--- src/rtl/seq_array_multiplier.sv ---
// Sequential shift-add multiplier, WIDTH cycles/op, valid/ready in and out.
// Optional two's-complement mode when SEQ_MUL_SIGNED_EN is defined.
//
// Ports:
//   clk, rst_n     clock, async active-low reset
//   in_valid       operands a/b/is_signed valid
//   in_ready       high in IDLE, operands accepted
//   a, b           multiplicand, multiplier (WIDTH bits)
//   is_signed      signed request (used only with SEQ_MUL_SIGNED_EN)
//   out_valid      product valid (DONE state)
//   out_ready      downstream accepts product
//   product        2*WIDTH-bit result, held until next completion
//   busy           high in CALC or DONE
module seq_array_multiplier #(
  parameter  int WIDTH = 8,
  localparam int CNT_W = $clog2(WIDTH + 1)
) (
  input  logic               clk,
  input  logic               rst_n,
  input  logic               in_valid,
  output logic               in_ready,
  input  logic [WIDTH-1:0]   a,
  input  logic [WIDTH-1:0]   b,
  input  logic               is_signed,
  output logic               out_valid,
  input  logic               out_ready,
  output logic [2*WIDTH-1:0] product,
  output logic               busy
);

  typedef enum logic [1:0] {
    IDLE,
    CALC,
    DONE
  } state_t;

  state_t state, state_nxt;

  logic [WIDTH-1:0]   mcand;
  logic [2*WIDTH-1:0] acc;
  logic [2*WIDTH-1:0] acc_nxt;
  logic [WIDTH:0]     sum;
  logic [CNT_W-1:0]   cnt;
  logic               last;
  logic [WIDTH-1:0]   a_ld;
  logic [WIDTH-1:0]   b_ld;

  assign last = (cnt == CNT_W'(WIDTH - 1));

`ifdef SEQ_MUL_SIGNED_EN
  logic neg;
  logic neg_ld;
  logic a_neg;
  logic b_neg;

  // Magnitudes; the most negative value maps to 2^(WIDTH-1),
  // which still fits as an unsigned WIDTH-bit number.
  assign a_neg  = is_signed & a[WIDTH-1];
  assign b_neg  = is_signed & b[WIDTH-1];
  assign a_ld   = a_neg ? (~a + 1'b1) : a;
  assign b_ld   = b_neg ? (~b + 1'b1) : b;
  assign neg_ld = a_neg ^ b_neg;
`else
  logic unused_is_signed;

  assign unused_is_signed = is_signed;
  assign a_ld = a;
  assign b_ld = b;
`endif

  // Add into the upper half with a carry bit, then shift the
  // {carry, acc} pair right; the multiplier drains out of the LSBs.
  always_comb begin
    sum = {1'b0, acc[2*WIDTH-1:WIDTH]};
    if (acc[0]) begin
      sum = sum + {1'b0, mcand};
    end
    acc_nxt = {sum, acc[WIDTH-1:1]};
  end

  always_ff @(posedge clk or negedge rst_n) begin
    if (!rst_n) begin
      state <= IDLE;
    end else begin
      state <= state_nxt;
    end
  end

  always_comb begin
    state_nxt = state;
    unique case (state)
      IDLE: if (in_valid) state_nxt = CALC;
      CALC: if (last) state_nxt = DONE;
      DONE: if (out_ready) state_nxt = IDLE;
      default: state_nxt = IDLE;
    endcase
  end

  always_comb begin
    in_ready  = (state == IDLE);
    out_valid = (state == DONE);
    busy      = (state != IDLE);
  end

  always_ff @(posedge clk or negedge rst_n) begin
    if (!rst_n) begin
      mcand   <= '0;
      acc     <= '0;
      cnt     <= '0;
      product <= '0;
`ifdef SEQ_MUL_SIGNED_EN
      neg     <= 1'b0;
`endif
    end else begin
      unique case (state)
        IDLE: begin
          if (in_valid) begin
            mcand <= a_ld;
            acc   <= {{WIDTH{1'b0}}, b_ld};
            cnt   <= '0;
`ifdef SEQ_MUL_SIGNED_EN
            neg   <= neg_ld;
`endif
          end
        end
        CALC: begin
          acc <= acc_nxt;
          cnt <= cnt + CNT_W'(1);
          if (last) begin
`ifdef SEQ_MUL_SIGNED_EN
            product <= neg ? (~acc_nxt + 1'b1) : acc_nxt;
`else
            product <= acc_nxt;
`endif
          end
        end
        default: ;
      endcase
    end
  end

endmodule

--- config.mk ---
export PLATFORM = sky130hd
export DESIGN_NAME = seq_array_multiplier
export DESIGN_NICKNAME = d
export VERILOG_FILES = /design/src/rtl/seq_array_multiplier.sv
export SDC_FILE = /design/constraint.sdc
export NUM_CORES = 1
export LEC_CHECK = 0
export BUFFER_PORTS_ARGS = -buffer_cell sky130_fd_sc_hd__buf_2
export CAP_MARGIN = 15
export CORE_UTILIZATION = 41
export CTS_BUF_LIST = sky130_fd_sc_hd__clkbuf_8 sky130_fd_sc_hd__clkbuf_16
export CTS_CLUSTER_SIZE = 14
export DETAILED_ROUTE_END_ITERATION = 6
export GPL_ROUTABILITY_DRIVEN = 0
export GPL_TIMING_DRIVEN = 1
export PLACE_DENSITY_LB_ADDON = 0.3
export SLEW_MARGIN = 15
export SYNTH_ARGS = -nofsm -noshare
export SYNTH_HDL_FRONTEND = slang
export SYNTH_SLANG_ARGS = --single-unit
--- constraint.sdc ---
create_clock -name clk -period 2.85 [get_ports clk]
set_clock_uncertainty 0.15 [all_clocks]
set_input_delay 0.57 -clock clk [delete_from_list [all_inputs] [get_ports clk]]
set_output_delay 0.57 -clock clk [all_outputs]
set_load 0.005 [all_outputs]
==> results of run 1 <==
metrics by stage:
| stage | std cells | worst slack, ps |
|---|---|---|
| final | 342 | 633.4 |
| after global routing | 342 | 487.6 |
| after CTS | 342 | 631.5 |
| after detailed placement | 334 | 692.6 |
| after global placement | 334 | 703.4 |
| after floorplan | 233 | 859.2 |
synth_stat cells, types with 3 or more instances:
| library cell | count | share of area |
|---|---|---|
| ha_1 | 9 | 0.052 |
| inv_1 | 3 | 0.0052 |
| nand3_1 | 11 | 0.026 |
| xnor2_1 | 4 | 0.016 |
| o21ai_0 | 20 | 0.046 |
| a21o_1 | 5 | 0.017 |
| nand2_1 | 63 | 0.11 |
| dfrtp_1 | 46 | 0.53 |
| clkbuf_1 | 8 | 0.014 |
| o21ai_1 | 4 | 0.0093 |
| a21oi_1 | 6 | 0.014 |
| mux2i_1 | 5 | 0.023 |
| nor2b_1 | 3 | 0.0087 |
| nor2_1 | 20 | 0.035 |
| o22ai_1 | 7 | 0.020 |
registers in the layout, indices dropped and copies added (netlist names):
register and flops:
state 2, acc 16, mcand 8, cnt 4
product 16
logic make-up (layout without fill, tap and decap cells):
group,Yosys count,in the layout,synth area share
flops,46,46,0.5346
simple gates,106,106,0.2057
xor+xnor,5,5,0.02034
compound gates,48,48,0.1313
mux,5,5,0.02324
fa+ha+maj,10,10,0.06159
buf+inv,13,52,0.02324
power groups by stage:
stage               logic, mW  registers [mW]  clock network, mW
floorplan                1.01            1.16                  0
global placement         1.30            1.21                  0
detailed placement       1.35            1.22                  0
CTS                      1.36            1.21              0.602
global route             1.55            1.26              0.625
finish                   1.34            1.21              0.587
placed cells by master (no fill, tap or decap), types with 2 or more instances in the layout:
cell       count
nand2_1       63
dfrtp_1       46
buf_2         38
nor2_1        20
o21ai_0       20
nand3_1       11
ha_1           9
o22ai_1        7
a21oi_1        6
clkbuf_8       6
a21o_1         5
mux2i_1        5
o21ai_1        4
xnor2_1        4
inv_1          3
nor2b_1        3
buf_4          3
nand4_1        2
or3_1          2
a31oi_1        2
o211ai_1       2
bufinv_16      2
worst max path at each step:
| stage | end | slack [ps] | depth (start not counted) |
|---|---|---|---|
| 6_report | product[13]$_DFFE_PN0P_ | 630 | 7 |
| 5_1_grt | product[13]$_DFFE_PN0P_ | 490 | 7 |
| 4_1_cts | product[13]$_DFFE_PN0P_ | 630 | 7 |
| 3_5_place_dp | product[13]$_DFFE_PN0P_ | 690 | 7 |
| 3_3_place_gp | product[13]$_DFFE_PN0P_ | 700 | 7 |
| 2_1_floorplan | product[13]$_DFFE_PN0P_ | 860 | 7 |
routing by layer:
layer / part of all wire / GRT usage
met1: 0.50 / 0.2448
met2: 0.46 / 0.2643
met3: 0.032 / 0.04472
met4: 0.0087 / 0.04822
met5: 0 / 0
layout make-up:
type                            count  area (µm²)  area share
Clock buffer                        6       82.58     0.03229
Clock inverter                      2       60.06     0.02348
Inverter                            3       11.26    0.004403
Multi-Input combinational cell    174       952.2      0.3723
Sequential cell                    46        1151      0.4501
Tap cell                           70       87.58     0.03425
Timing Repair Buffer               41       212.7     0.08317
critical path, cell delays in order, from the launching register on:
cell      delay [ps]
dfrtp_1          400
ha_1             230
fa_1             410
a21o_1           210
a221oi_2         300
xnor2_1          110
mux2i_1          190
o21ai_1           80
==> qor.txt, run 1 <==
Routed length per instance = 12.70 µm
Final design utilization = 0.5039
CP startpoint = mcand[0]$_DFFE_PN0P_
WS Path Type = flip-flop to flip-flop
Max Clk Rate = 0.4512 GHz
Sequential-to-total area share from yosys stat = 0.5346
Cts repair resizes = 0
DPL Wire Length = 3046 µm
Reg2Reg Launch Point = mcand[0]$_DFFE_PN0P_
CTS tree = yes
Post-DR vias/cell = 4.863
Die Y-Extent = 74.47 µm
Number of max-cap violations = 0
Power consumption = 3.139 mW
First-pass GRT wire length = 7217 µm
Crit path capture type = flip-flop
VDD IR max = 0.3976 mV
Clk Latency, worst-skew pair = 290 ps
Gate Count Post-Synth = 233
Clock network fraction of total power = 0.187
R2r setup slk = 630 ps
Total Neg Setup Slack = 0 ps
Post-synthesis average cell area = 9.242 µm²
# diodes = 0
Die ar. = 0.005546 mm²
Most common flop cell mapped by yosys = dfrtp_1
Post-Syn Area = 0.002153 mm²
Reg power frac = 0.385
Internal power = 1.937 mW
Fill count = 521
Largest net degree at the start of global routing = 30
YS warnings = 0
GR Overflow Total = 0
Sw Ratio = 0.3830
Core area = 0.005075 mm²
Synth cell types = 30
Die width = 74.47 µm
Worst Path Required = 2850 ps
Crit-path max FO = 2
# clock sinks = 46
Initial antenna violation count = 0
Via count = 1663
Final hold violation count = 0
Pwr Density = 1227 mW/mm²
Combinational Power Share = 0.428
DR pass1 iterations = 4
Fin nets = 302
Worst r2r dst = product[13]$_DFFE_PN0P_
Crit share post-route = 0.7777
Starting density of the core = 0.4243
Placed cell area = 0.002415 mm²
H-tree depth = 2
Area Overhead vs Synth = 18.77%
Final setup fails = 0
Syn_nets = 264
Startpoint types = flip-flop
Net switching power = 1.202 mW
Fin area = 0.002557 mm²
Share of layout cells above drive strength 1 = 0.1875
Row count = 26
Num CTS Buffers = 5
Post-synth ARST share = 1.000
Path category of the worst min-delay check = primary input to async pin
DRC = 0
Final WL = 4345 µm
Vias in the first global route = 1552
Worst-path clk slew = 80 ps
Crit path DAT = 2220 ps
R2R cell count = 7
DR iter-0 viols = 65
CTS max path bufs = 2
Leakage = 1.300 nW
Post-CTS setup buffers = 0
Min Tclk post-route = 2217 ps
WHS = 58.53 ps
Gr usage total = 0.1733
Number of synthesized register bits = 46
ANT nets after route = 0
Io pins = 40
Hold_buf cts = 0
Worst Tran Pin Value = 847.0 ps
Root buf cell = clkbuf_8
Status = finished clean
Final Slew Violations = 0
RSZ-0062 raised after global routing = no
Number of enable flip-flop cells after synthesis = 0
Port Buffers = 38
Slew HR = 0.4339
Power figures use the tool's default switching activity.
==> inputs of run 2 (changes only) <==
==> constraint.sdc (replaced) <==
create_clock -name clk -period 2.05 [get_ports clk]
set_clock_uncertainty 0.15 [all_clocks]
set_input_delay 0.41 -clock clk [delete_from_list [all_inputs] [get_ports clk]]
set_output_delay 0.41 -clock clk [all_outputs]
set_load 0.005 [all_outputs]
==> qor.txt, run 2 (same netlist as run 1, synthesis figures left out) <==
Num CTS Buffers = 5 (unchanged)
Slew HR = 0.6586 (+0.2247)
Crit-path max FO = 2 (unchanged)
Number of max-cap violations = 0 (unchanged)
CTS tree = yes
Final Slew Violations = 0 (unchanged)
Most frequent cells in the layout = nand2_1, dfrtp_1, buf_2
Fill count = 499 (-4.2%)
Starting density of the core = 0.4243 (unchanged)
Share of layout cells above drive strength 1 = 0.2321 (+0.04464)
WHS = 148.4 ps (+89.91 ps)
Final design utilization = 0.5207 (+0.01677)
Pwr Density = 1651 mW/mm² (+35%)
DR iter-0 viols = 169 (+160%)
Fin worst setup slack = -8.912 ps (-642.4 ps)
Pre-CTS WS = -98.29 ps (-790.9 ps)
RSZ-0062 raised after global routing = yes
Min Tclk post-route = 2059 ps (-157.6 ps)
Startpoint types = flip-flop
Via count = 1728 (+3.9%)
Status = complete, but fails checks
Fin area = 0.002643 mm² (+3.3%)
Post-DR vias/cell = 4.937 (+1.5%)
H-tree depth = 2 (unchanged)
Worst-path clk slew = 80 ps (about the same)
GR Overflow Total = 0 (unchanged)
# placed instances = 341 (+2.1%)
# diodes = 0 (unchanged)
CP Buf/Inv Count = 0 (unchanged)
Max Clk Rate = 0.4857 GHz (+7.7%)
Row count = 26 (unchanged)
Area of the multi-input gates = 0.001010 mm² (+6.0%)
Power consumption = 4.362 mW (+39%)
Gr usage total = 0.1717 (-0.001637)
Die Y-Extent = 74.47 µm (unchanged)
WHS Path Cells = 3
Worst Tran Pin Value = 512.1 ps (-335.0 ps)
Area Overhead vs Synth = 22.72%
ANT nets after route = 0 (unchanged)
Routed length per instance = 12.43 µm (-2.1%)
Initial antenna violation count = 0 (unchanged)
Failing checks = negative setup slack
Root buf cell = clkbuf_8
Die ar. = 0.005546 mm² (unchanged)
DR pass1 iterations = 4 (unchanged)
Total Neg Setup Slack = -14.64 ps (-14.64 ps)
DPL Wire Length = 3132 µm (+2.8%)
Crit-path leading delay family = compound AO/OA/AOI/OAI gates
Critical-path cell list = ha_2, fa_2, a21o_1, a221oi_4, xnor2_1, mux2i_1, o21ai_1
# clock sinks = 46 (unchanged)
Worst Path Required = 2080 ps (-770 ps)
Crit path capture type = flip-flop
Crit share post-route = 1.004 (+0.2266)
CTS max path bufs = 2 (unchanged)
WS Path Type = flip-flop to flip-flop
Clk Latency, worst-skew pair = 290 ps (about the same)
Io pins = 40 (unchanged)
Most common cell after layout, fill and taps aside = nand2_1
Core area = 0.005075 mm² (unchanged)
Crit path DAT = 2090 ps (-130 ps)
Final hold violation count = 0 (unchanged)
R2R cell count = 7 (unchanged)
Largest regs = acc x16, product x16, mcand x8
CP Depth = 7 (unchanged)
First-pass GRT wire length = 7238 µm (+0.29%)
Port Buffers = 38 (unchanged)
Placed cell area = 0.002480 mm² (+2.7%)
Leakage = 1.316 nW (+1.2%)
Vias in the first global route = 1598 (+3.0%)
Path category of the worst min-delay check = primary input to flip-flop
Final WL = 4352 µm (+0.16%)
Largest net degree at the start of global routing = 30 (unchanged)
Fin nets = 310 (+2.6%)
Final Non-Filler Cells = 350 (+2.3%)
DRC = 0 (unchanged)
VDD IR max = 0.6511 mV (+64%)
Register area = 0.001151 mm² (unchanged)
Max incr delay on CP = 390 ps (-20 ps)
Final setup fails = 2 (+2)
Die width = 74.47 µm (unchanged)
Slowest CP cell = dfrtp_1
==> run 2: cell count changes in the layout (fill, tap and decap cells not counted), sizes merged <==
| cell | delta |
|---|---|
| clkinv | +1 |
| dlygate4sd3 | +1 |
| buf | +7 |
| clkinvlp | +1 |
| bufinv | -2 |
==> run 2: repair_timing <==
item / 4_1_cts / 5_1_grt
hold buffers: 1 / 0
setup buffers: 0 / 0
pin swaps: 2 / 4
endpoints found under the setup margin: 10 / 10
hold endpoints to repair: 17 / 0
resized for setup: 4 / 7
==> run 2: report_power, final <==
part	internal (mW)	switching (mW)	total [mW]	leakage (nW)
clock network	0.271	0.301	0.572	0.0472
logic	0.991	1.11	2.10	0.705
registers	1.34	0.348	1.69	0.564
total	2.61	1.76	4.36	1.32
==> run 2: cell type report <==
class                           count  area share
Inverter                            3    0.004261
Timing Repair Buffer               49      0.1089
Sequential cell                    46      0.4356
Clock buffer                        6     0.03125
Clock inverter                      2    0.004735
Multi-Input combinational cell    174      0.3821
Tap cell                           70     0.03314
==> run 2: path summary, 6_finish.rpt <==
path | start | end | slack, ps
hold / removal | a[4] | mcand[4]$_DFFE_PN0P_ | 150
setup / recovery | mcand[0]$_DFFE_PN0P_ | product[13]$_DFFE_PN0P_ | -9
min in group asynchronous | rst_n | product[10]$_DFFE_PN0P_ | 430
setup reg to reg | mcand[0]$_DFFE_PN0P_ | product[13]$_DFFE_PN0P_ | -9
max in group asynchronous | rst_n | acc[10]$_DFFE_PN0P_ | 820
hold reg to reg | product[2]$_DFFE_PN0P_ | product[2]$_DFFE_PN0P_ | 320
==> run 2: per-layer routing <==
metal | wire, µm | track usage | share of wire | vias up
li1 | - | - | - | 885
met4 | 57 | 0.06709 | 0.013 | 0
met5 | 0 | 0 | 0 | -
met3 | 114 | 0.03117 | 0.026 | 5
met1 | 2209 | 0.2439 | 0.51 | 806
met2 | 1971 | 0.2603 | 0.45 | 32
==> run 2: worst register-to-register path: stages (launching register included) <==
cell,delay [ps]
dfrtp_1,390
ha_2,200
fa_2,350
a21o_1,210
a221oi_4,280
xnor2_1,100
mux2i_1,190
o21ai_1,80
